### config.mk
export PLATFORM = sky130hd
export DESIGN_NAME = full_adder
export DESIGN_NICKNAME = d
export VERILOG_FILES = /design/src/rtl/full_adder_pkg.sv /design/src/rtl/fa_cell.sv /design/src/rtl/full_adder.sv
export SDC_FILE = /design/constraint.sdc
export NUM_CORES = 1
export LEC_CHECK = 0
export CORE_AREA = 2 2 39 41
export CTS_CLUSTER_DIAMETER = 80
export CTS_CLUSTER_SIZE = 24
export DETAILED_ROUTE_END_ITERATION = 7
export DIE_AREA = 0 0 41 43
export PLACE_DENSITY = 0.41
export RECOVER_POWER = 50
export SLEW_MARGIN = 20
export SYNTH_ARGS = -nofsm -noshare
export SYNTH_HDL_FRONTEND = slang
export SYNTH_HIERARCHICAL = 1
export SYNTH_SLANG_ARGS = --single-unit
### constraint.sdc
create_clock -name clk -period 1.03 [get_ports clk]
set_clock_uncertainty 0.15 [all_clocks]
set_input_delay 0.206 -clock clk [delete_from_list [all_inputs] [get_ports clk]]
set_output_delay 0.206 -clock clk [all_outputs]
set_load 0.05 [all_outputs]
### src/rtl/full_adder_pkg.sv
// Shared constants and result record for the registered full adder.
// The record width is fixed by WIDTH where it is used.
package full_adder_pkg;

   localparam int FA_MAX_WIDTH = 64;
   localparam int FA_DEF_WIDTH = 1;

   typedef struct packed {
      logic                    cy;
      logic [FA_MAX_WIDTH-1:0] s;
   } fa_res_max_t;

endpackage

### src/rtl/fa_cell.sv
// One-bit combinational full adder cell.
// Chained through ci/co to build the ripple-carry adder.
module fa_cell (
   input  logic a,
   input  logic b,
   input  logic ci,
   output logic s,
   output logic co
);

   assign s  = a ^ b ^ ci;
   assign co = (a & b) | (a & ci) | (b & ci);

endmodule

### src/rtl/full_adder.sv
// Registered ripple-carry adder: {cy, s} = a + b + cin, one cycle latency.
// Registers load only on in_valid, so idle inputs never reach the outputs.
module full_adder
   import full_adder_pkg::*;
#(
   parameter int WIDTH = FA_DEF_WIDTH
) (
   input  logic             clk,
   input  logic             rst_n,
   input  logic             in_valid,
   input  logic [WIDTH-1:0] a,
   input  logic [WIDTH-1:0] b,
   input  logic             cin,
   output logic [WIDTH-1:0] s,
   output logic             cy,
   output logic             out_valid
);

   typedef struct packed {
      logic             cy;
      logic [WIDTH-1:0] s;
   } res_t;

   if (WIDTH < 1 || WIDTH > FA_MAX_WIDTH) begin : g_bad_width
      $error("full_adder: WIDTH out of range");
   end

   logic [WIDTH:0]   c;
   logic [WIDTH-1:0] sum;
   res_t             nxt;

   assign c[0] = cin;

   for (genvar i = 0; i < WIDTH; i++) begin : g_cell
      fa_cell u_cell (
         .a  (a[i]),
         .b  (b[i]),
         .ci (c[i]),
         .s  (sum[i]),
         .co (c[i+1])
      );
   end

   assign nxt = '{cy: c[WIDTH], s: sum};

   always_ff @(posedge clk) begin
      if (!rst_n) begin
         s         <= '0;
         cy        <= 1'b0;
         out_valid <= 1'b0;
      end else begin
         out_valid <= in_valid;
         if (in_valid) begin
            s  <= nxt.s;
            cy <= nxt.cy;
         end
      end
   end

endmodule

==> results of run 1 <==
==> state kept, by name, summed over array words and instances, names as in the netlist <==
signal	flops
out_valid	1
s	1
cy	1
==> routing by layer <==
layer  vias to the layer above  wire (um)  track usage, %
li1                         54          -               -
met1                        52        139           4.560
met2                         9        110           5.000
met3                         0         52           6.283
met4                         0          0           4.000
met5                         -          0               0
==> through the flow <==
| stage | setup TNS (ps) | cell area (um2) |
|---|---|---|
| floorplan | -87.01 | 121.4 |
| global placement | -1107 | 251.5 |
| detailed placement | -1226 | 251.5 |
| CTS | -121.7 | 277.8 |
| global route | -174.2 | 284.0 |
| finish | -88.09 | 284.0 |
==> synthesized netlist by cell type <==
master and number:
nor2b_1 2, and2_2 1, mux2i_1 2, dfxtp_1 3, fa_1 1
==> where the power goes <==
part           total [mW]  switching [mW]  internal, mW  leakage [nW]
clock               0.202          0.0567         0.145        0.0150
combinational       0.106          0.0470        0.0587        0.0825
sequential          0.136         0.00871         0.127        0.0258
total               0.443           0.112         0.331         0.123
==> cells by family (layout without fill, tap and decap cells) <==
group | after synthesis | count (layout) | share of synthesized area (%)
DFF | 3 | 3 | 50.00
buffers and inverters | 0 | 13 | 0
and+or+nand+nor | 3 | 3 | 16.67
muxes | 2 | 2 | 16.67
adders and majority gates | 1 | 1 | 16.67
==> area by class of cell <==
class                           count  area, um2  share of cell area [%]
Timing Repair Buffer                9      113.9                   40.09
Clock buffer                        4      26.28                   9.251
Multi-Input combinational cell      6      60.06                   21.15
Tap cell                           16      20.02                   7.048
Sequential cell                     3      63.81                   22.47
==> timing repair <==
| action | in CTS | in global routing |
|---|---|---|
| gates resized for setup | 15 | 1 |
| setup endpoints to repair | 5 | 4 |
| setup buffers | 1 | 0 |
| hold buffers | 0 | 0 |
| hold endpoints to repair | 0 | 0 |
| pin swaps | 1 | 1 |
==> how the worst max path moves through the flow <==
stage | endpoint | slack (ps)
finish | s | -40
global route | s | -70
CTS | s | -60
detailed placement | s$_SDFFE_PN0P_ | -590
global placement | s$_SDFFE_PN0P_ | -530
floorplan | s$_SDFFE_PN0P_ | -70
==> metrics.md, run 1 <==
| Metric | Value |
|---|---|
| Outcome | `complete, but fails checks` |
| Failing checks | `negative setup slack` |
| Syn nets | `16` |
| Fmax | `roughly 930 MHz` |
| Total core area | `approximately 0.0014 mm2` |
| DRT Wirelength | `about 300 um` |
| Worst hold path class | `input port to register` |
| Initial antenna violation count | `0` |
| Number of synthesized register bits | `3` |
| Max cap viols | `0` |
| Layout Nets | `30` |
| Util after Layout | `between 20% and 30%` |
| Core Rows | `14` |
| Vias/cell | `roughly 3` |
| Syn_area_per_cell | `13.35 um2` |
| Worst R2R Path Depth | `3` |
| Smallest hold slack | `between 200 and 250 ps` |
| Cell count after placement | `33` |
| I/O pin count | `9` |
| DIE AREA | `about 0.0018 mm2` |
| WP depth | `1` |
| WP buf/inv | `1` |
| CTS Buf Count | `3` |
| Clock buffer depth | `2` |
| CTS root buf | `clkbuf_4` |
| Yosys top cell by area | `dfxtp_1` |
| WHS Path Cells | `4` |
| Final WS setup | `-43.97 ps` |
| Post-synthesis sequential area ratio | `around 50%` |
| H-tree Lvls | `1` |
| Die Span X | `about 41 um` |
| Synth warn | `6` |
| Die Y | `43 um` |
| Vias in the first global route | `119` |
| Critical path fanouts, max | `2` |
| Syn Inst Count | `9` |
| Worst r2r dst | `cy$_SDFFE_PN0P_` |
| Post-layout min period | `between 1000 and 1500 ps` |
| CTS tree | `built` |
| Hold Crit Start | `a` |
| Setup crit start kind | `register` |
| Pre-Repair DR Iteration Count | `2` |
| Max VDD drop | `approximately 0.42 mV` |
| Antenna Nets Post-Route | `0` |
| Clk Latency, worst-skew pair | `~230 ps` |
| Final-layout fill cell count | `144` |
| CP Class | `register to output pin` |
| DR WL/cell | `approximately 7.9 um` |
| R2R Setup Slk | `~140 ps` |
| Netlist cell types | `5` |
| Reg-to-reg startpoint | `cy$_SDFFE_PN0P_` |
| LEAKAGE | `around 0.12 nW` |
| Initial Util | `just under 9%` |
| Top Family by Delay on Critical Path | `flip-flops` |
| CP max stage cell | `dfxtp_2` |
| Fraction of layout cells with a size suffix above 1 | `63.64%` |
| Most frequent cells in the layout | `clkbuf_4 (3), dfxtp_2 (3), buf_12 (3)` |
| Fin. max-slew vios | `0` |
| Worst Hold End | `cy$_SDFFE_PN0P_` |
| # clock sinks | `3` |
| Slew @ Worst Pin | `approximately 130 ps` |
| Critical Path RT | `approximately 670 ps` |
| Ant. Diodes | `0` |
| Worst-path clk slew | `around 40 ps` |
| DR iter-0 viols | `5` |
| Largest stage delay, worst path | `roughly 350 ps` |
| Mapped cell area | `between 100 and 150 um2` |
| Worst slack at placement | `-585.2 ps` |
| Post-route DRC | `0` |
| Worst Setup SP | `s$_SDFFE_PN0P_` |
| Largest net degree at the start of global routing | `4` |
| Critical path data arrival time | `720 ps` |
| GRT overflow | `0` |
| Crit share post-route | `104.3%` |
| Yosys top cell area share | `between 50% and 60%` |
| Final total power | `0.4434 mW` |
| Final non-filler cell total | `38` |
| Rel. slew slack | `between 90% and 100%` |
| Cell Pwr Density | `1561 mW/mm2` |
| RSZ-0062 raised after global routing | `yes` |
| Final setup violation count | `3` |
| Gp weighted congestion | `roughly 0.57` |
| Area grow syn2layout | `136.5%` |
| Hold Vio Cnt, Final | `0` |
| Area contributors post-synth | `dfxtp_1 (50%), fa_1 (17%), mux2i_1 (17%)` |
| Via Count | `between 100 and 150` |
| Critical path, cell by cell | `buf_12` |
| Total GRT Usage | `a little under 5%` |
| Endpoint type of the worst setup path | `output pin` |
| First-pass GRT wire length | `roughly 460 um` |
| IO buf count | `8` |
(Power assumes the default switching activity.)
==> run 2, diff against run 1 <==
--- a/config.mk
+++ b/config.mk
@@ -5,12 +5,14 @@
 export SDC_FILE = /design/constraint.sdc
 export NUM_CORES = 1
 export LEC_CHECK = 0
+export CELL_PAD_IN_SITES_DETAIL_PLACEMENT = 1
+export CELL_PAD_IN_SITES_GLOBAL_PLACEMENT = 1
 export CORE_AREA = 2 2 39 41
 export CTS_CLUSTER_DIAMETER = 80
 export CTS_CLUSTER_SIZE = 24
 export DETAILED_ROUTE_END_ITERATION = 7
 export DIE_AREA = 0 0 41 43
-export PLACE_DENSITY = 0.41
+export PLACE_DENSITY = 0.48
 export RECOVER_POWER = 50
 export SLEW_MARGIN = 20
 export SYNTH_ARGS = -nofsm -noshare
==> run 2 against run 1 <==
Cell count increased by 2.6%. Sequential share of layout area down 0.58 points. The run still ends with negative setup slack left. Critical endpoint unchanged. Largest power group unchanged. First-iteration DRC count fell by 80%. Register-to-register slack about the same. Routed wire length is 9.3% higher. Via count is 5.2% higher. Count of clock-buffer cells in the layout did not move. Sequential power is essentially flat. Clock power rose by 4%. Non-clock buffer count up 1. Sequential cell count is the same. Worst setup slack gained 6.3 ps.
==> metrics.md, run 2 (synthesis results as in run 1) <==
| Metric | Value |
|---|---|
| R2R Setup Slk | `130 ps (about the same)` |
| Layout Nets | `31 (+3.3%)` |
| Via Count | `121 (+5.2%)` |
| Clock buffer depth | `2 (unchanged)` |
| Total core area | `0.001384 mm2 (unchanged)` |
| Vias/cell | `3.103 (+2.5%)` |
| First-pass GRT wire length | `496 um (+7.4%)` |
| Final WS setup | `-37.69 ps (+6.284 ps)` |
| Cell Pwr Density | `1569 mW/mm2 (+0.53%)` |
| Final setup violation count | `3 (unchanged)` |
| CP Class | `register to output pin` |
| Critical Path RT | `670 ps (about the same)` |
| Largest net degree at the start of global routing | `4 (unchanged)` |
| Initial Util | `8.680% (unchanged)` |
| Failing checks | `negative setup slack` |
| I/O pin count | `9 (unchanged)` |
| IO buf count | `8 (unchanged)` |
| Final total power | `0.4575 mW (+3.2%)` |
| Crit share post-route | `103.7% (-0.61 points)` |
| Worst hold path class | `input port to register` |
| Initial antenna violation count | `0 (unchanged)` |
| Total GRT Usage | `5.226% (+0.39 points)` |
| Critical path data arrival time | `710 ps (about the same)` |
| DIE AREA | `0.001763 mm2 (unchanged)` |
| Max VDD drop | `0.2538 mV (-39%)` |
| CTS Buf Count | `3 (unchanged)` |
| Setup crit start kind | `register` |
| Worst slack at placement | `-592.3 ps (-7.103 ps)` |
| Core Rows | `14 (unchanged)` |
| CTS tree | `built` |
| Post-route DRC | `0 (unchanged)` |
| CP max stage cell | `dfxtp_2` |
| Pint | `0.3359 mW (+1.5%)` |
| Fraction of layout cells with a size suffix above 1 | `65.22% (+1.6 points)` |
| WP buf/inv | `1 (unchanged)` |
| Outcome | `complete, but fails checks` |
| Vias in the first global route | `145 (+22%)` |
| Max cap viols | `0 (unchanged)` |
| Fin. max-slew vios | `0 (unchanged)` |
| Antenna Nets Post-Route | `0 (unchanged)` |
| Rel. slew slack | `91.03% (-0.28 points)` |
| Hpwl dp | `roughly 260 um` |
| Fin Setup TNS | `-100.1 ps (-12.04 ps)` |
| Worst-path clk slew | `40 ps (about the same)` |
| Clk Latency, worst-skew pair | `230 ps (about the same)` |
| Sequential power share | `29.6% (-1.1 points)` |
| DR WL/cell | `8.462 um (+6.5%)` |
| Die Span X | `41 um (unchanged)` |
| Sw Pwr | `0.1216 mW (+8.2%)` |
| Ant. Diodes | `0 (unchanged)` |
| Reg-to-reg startpoint | `s$_SDFFE_PN0P_` |
| DRT Wirelength | `330 um (+9.3%)` |
| Slew @ Worst Pin | `130.8 ps (+4.105 ps)` |
| Largest stage delay, worst path | `340 ps (about the same)` |
| Critical path fanouts, max | `2 (unchanged)` |
| Die Y | `43 um (unchanged)` |
| Clk pwr share | `45.9% (+0.4 points)` |
| Util after Layout | `21.07% (+0.54 points)` |
| Switching part of the total | `26.58% (+1.2 points)` |
| H-tree Lvls | `1 (unchanged)` |
| Gate power share | `24.5% (+0.7 points)` |
| DR iter-0 viols | `1 (-4)` |
| Fmax | `936.6 MHz (+0.59%)` |
| Top flop regs | `cy (1), out_valid (1), s (1)` |
| # hold bufs at CTS | `0 (unchanged)` |
| Critical path, cell by cell | `buf_12` |
| Gp weighted congestion | `0.5764 (+0.26%)` |
| Worst Hold End | `cy$_SDFFE_PN0P_` |
| Endpoint type of the worst setup path | `output pin` |
| WHS Path Cells | `4 (unchanged)` |
| Most frequent cells in the layout | `clkbuf_4 (3), dfxtp_2 (3), buf_12 (3)` |
| Pre-Repair DR Iteration Count | `3 (+1)` |
| CTS root buf | `clkbuf_4` |
| Post-layout min period | `1068 ps (-6.284 ps)` |
| Hold Vio Cnt, Final | `0 (unchanged)` |
| # clock sinks | `3 (unchanged)` |
| Worst r2r dst | `s$_SDFFE_PN0P_` |
| RSZ-0062 raised after global routing | `yes` |
| Top Family by Delay on Critical Path | `flip-flops` |
| GRT overflow | `0 (unchanged)` |
| LEAKAGE | `0.1285 nW (+4.3%)` |
| Worst R2R Path Depth | `3 (unchanged)` |
| Hold Crit Start | `cin` |
| Area grow syn2layout | `142.7%` |
==> run 2: cell count changes in the layout (fill, tap and decap cells not counted), sizes merged <==
cell and delta:
buf +1
==> run 2: stage by stage <==
| step | cell area (um2) | std cells | hold WS, ps |
|---|---|---|---|
| finish | 291.5 | 39 | 236.4 |
| global route | 291.5 | 39 | 273.5 |
| CTS | 285.3 | 39 | 252.6 |
| detailed placement | 251.5 | 33 | 390.1 |
| global placement | 251.5 | 33 | 376.5 |
| floorplan | 121.4 | 9 | 184.0 |
==> run 2: layer usage <==
metal  vias to the layer above  share of wire (%)  global-route usage [%]
li1                         57                  -                       -
met1                        51                 32                   4.194
met2                        11                 40                   5.000
met3                         2                 21                   4.188
met4                         0                6.4                   10.00
met5                         -                  0                       0
==> run 2: how the worst max path moves through the flow <==
stage                        start             end  depth (start not counted)
floorplan                        a  s$_SDFFE_PN0P_                          3
global placement                 a  s$_SDFFE_PN0P_                          4
detailed placement               a  s$_SDFFE_PN0P_                          4
CTS                 s$_SDFFE_PN0P_               s                          1
global route        s$_SDFFE_PN0P_               s                          1
finish              s$_SDFFE_PN0P_               s                          1
==> run 2: power by group through the flow <==
stage,Clock (mW),Sequential [mW],Combinational (mW)
after floorplan,0,0.161,0.0157
after global placement,0,0.136,0.103
after detailed placement,0,0.137,0.108
after CTS,0.218,0.135,0.112
after global routing,0.221,0.136,0.118
final,0.210,0.135,0.112
==> run 2: cell type report <==
type,count,area (um2)
Clock buffer,4,26.28
Fill cell,152,1092
Multi-Input combinational cell,6,60.06
Sequential cell,3,63.81
Tap cell,16,20.02
Timing Repair Buffer,10,121.4
==> run 2: what timing repair did <==
item	in CTS	in global routing
endpoints found under the setup margin	5	4
cloned	0	0
resized for setup	15	1
setup buffers	2	0
pin swaps	1	1
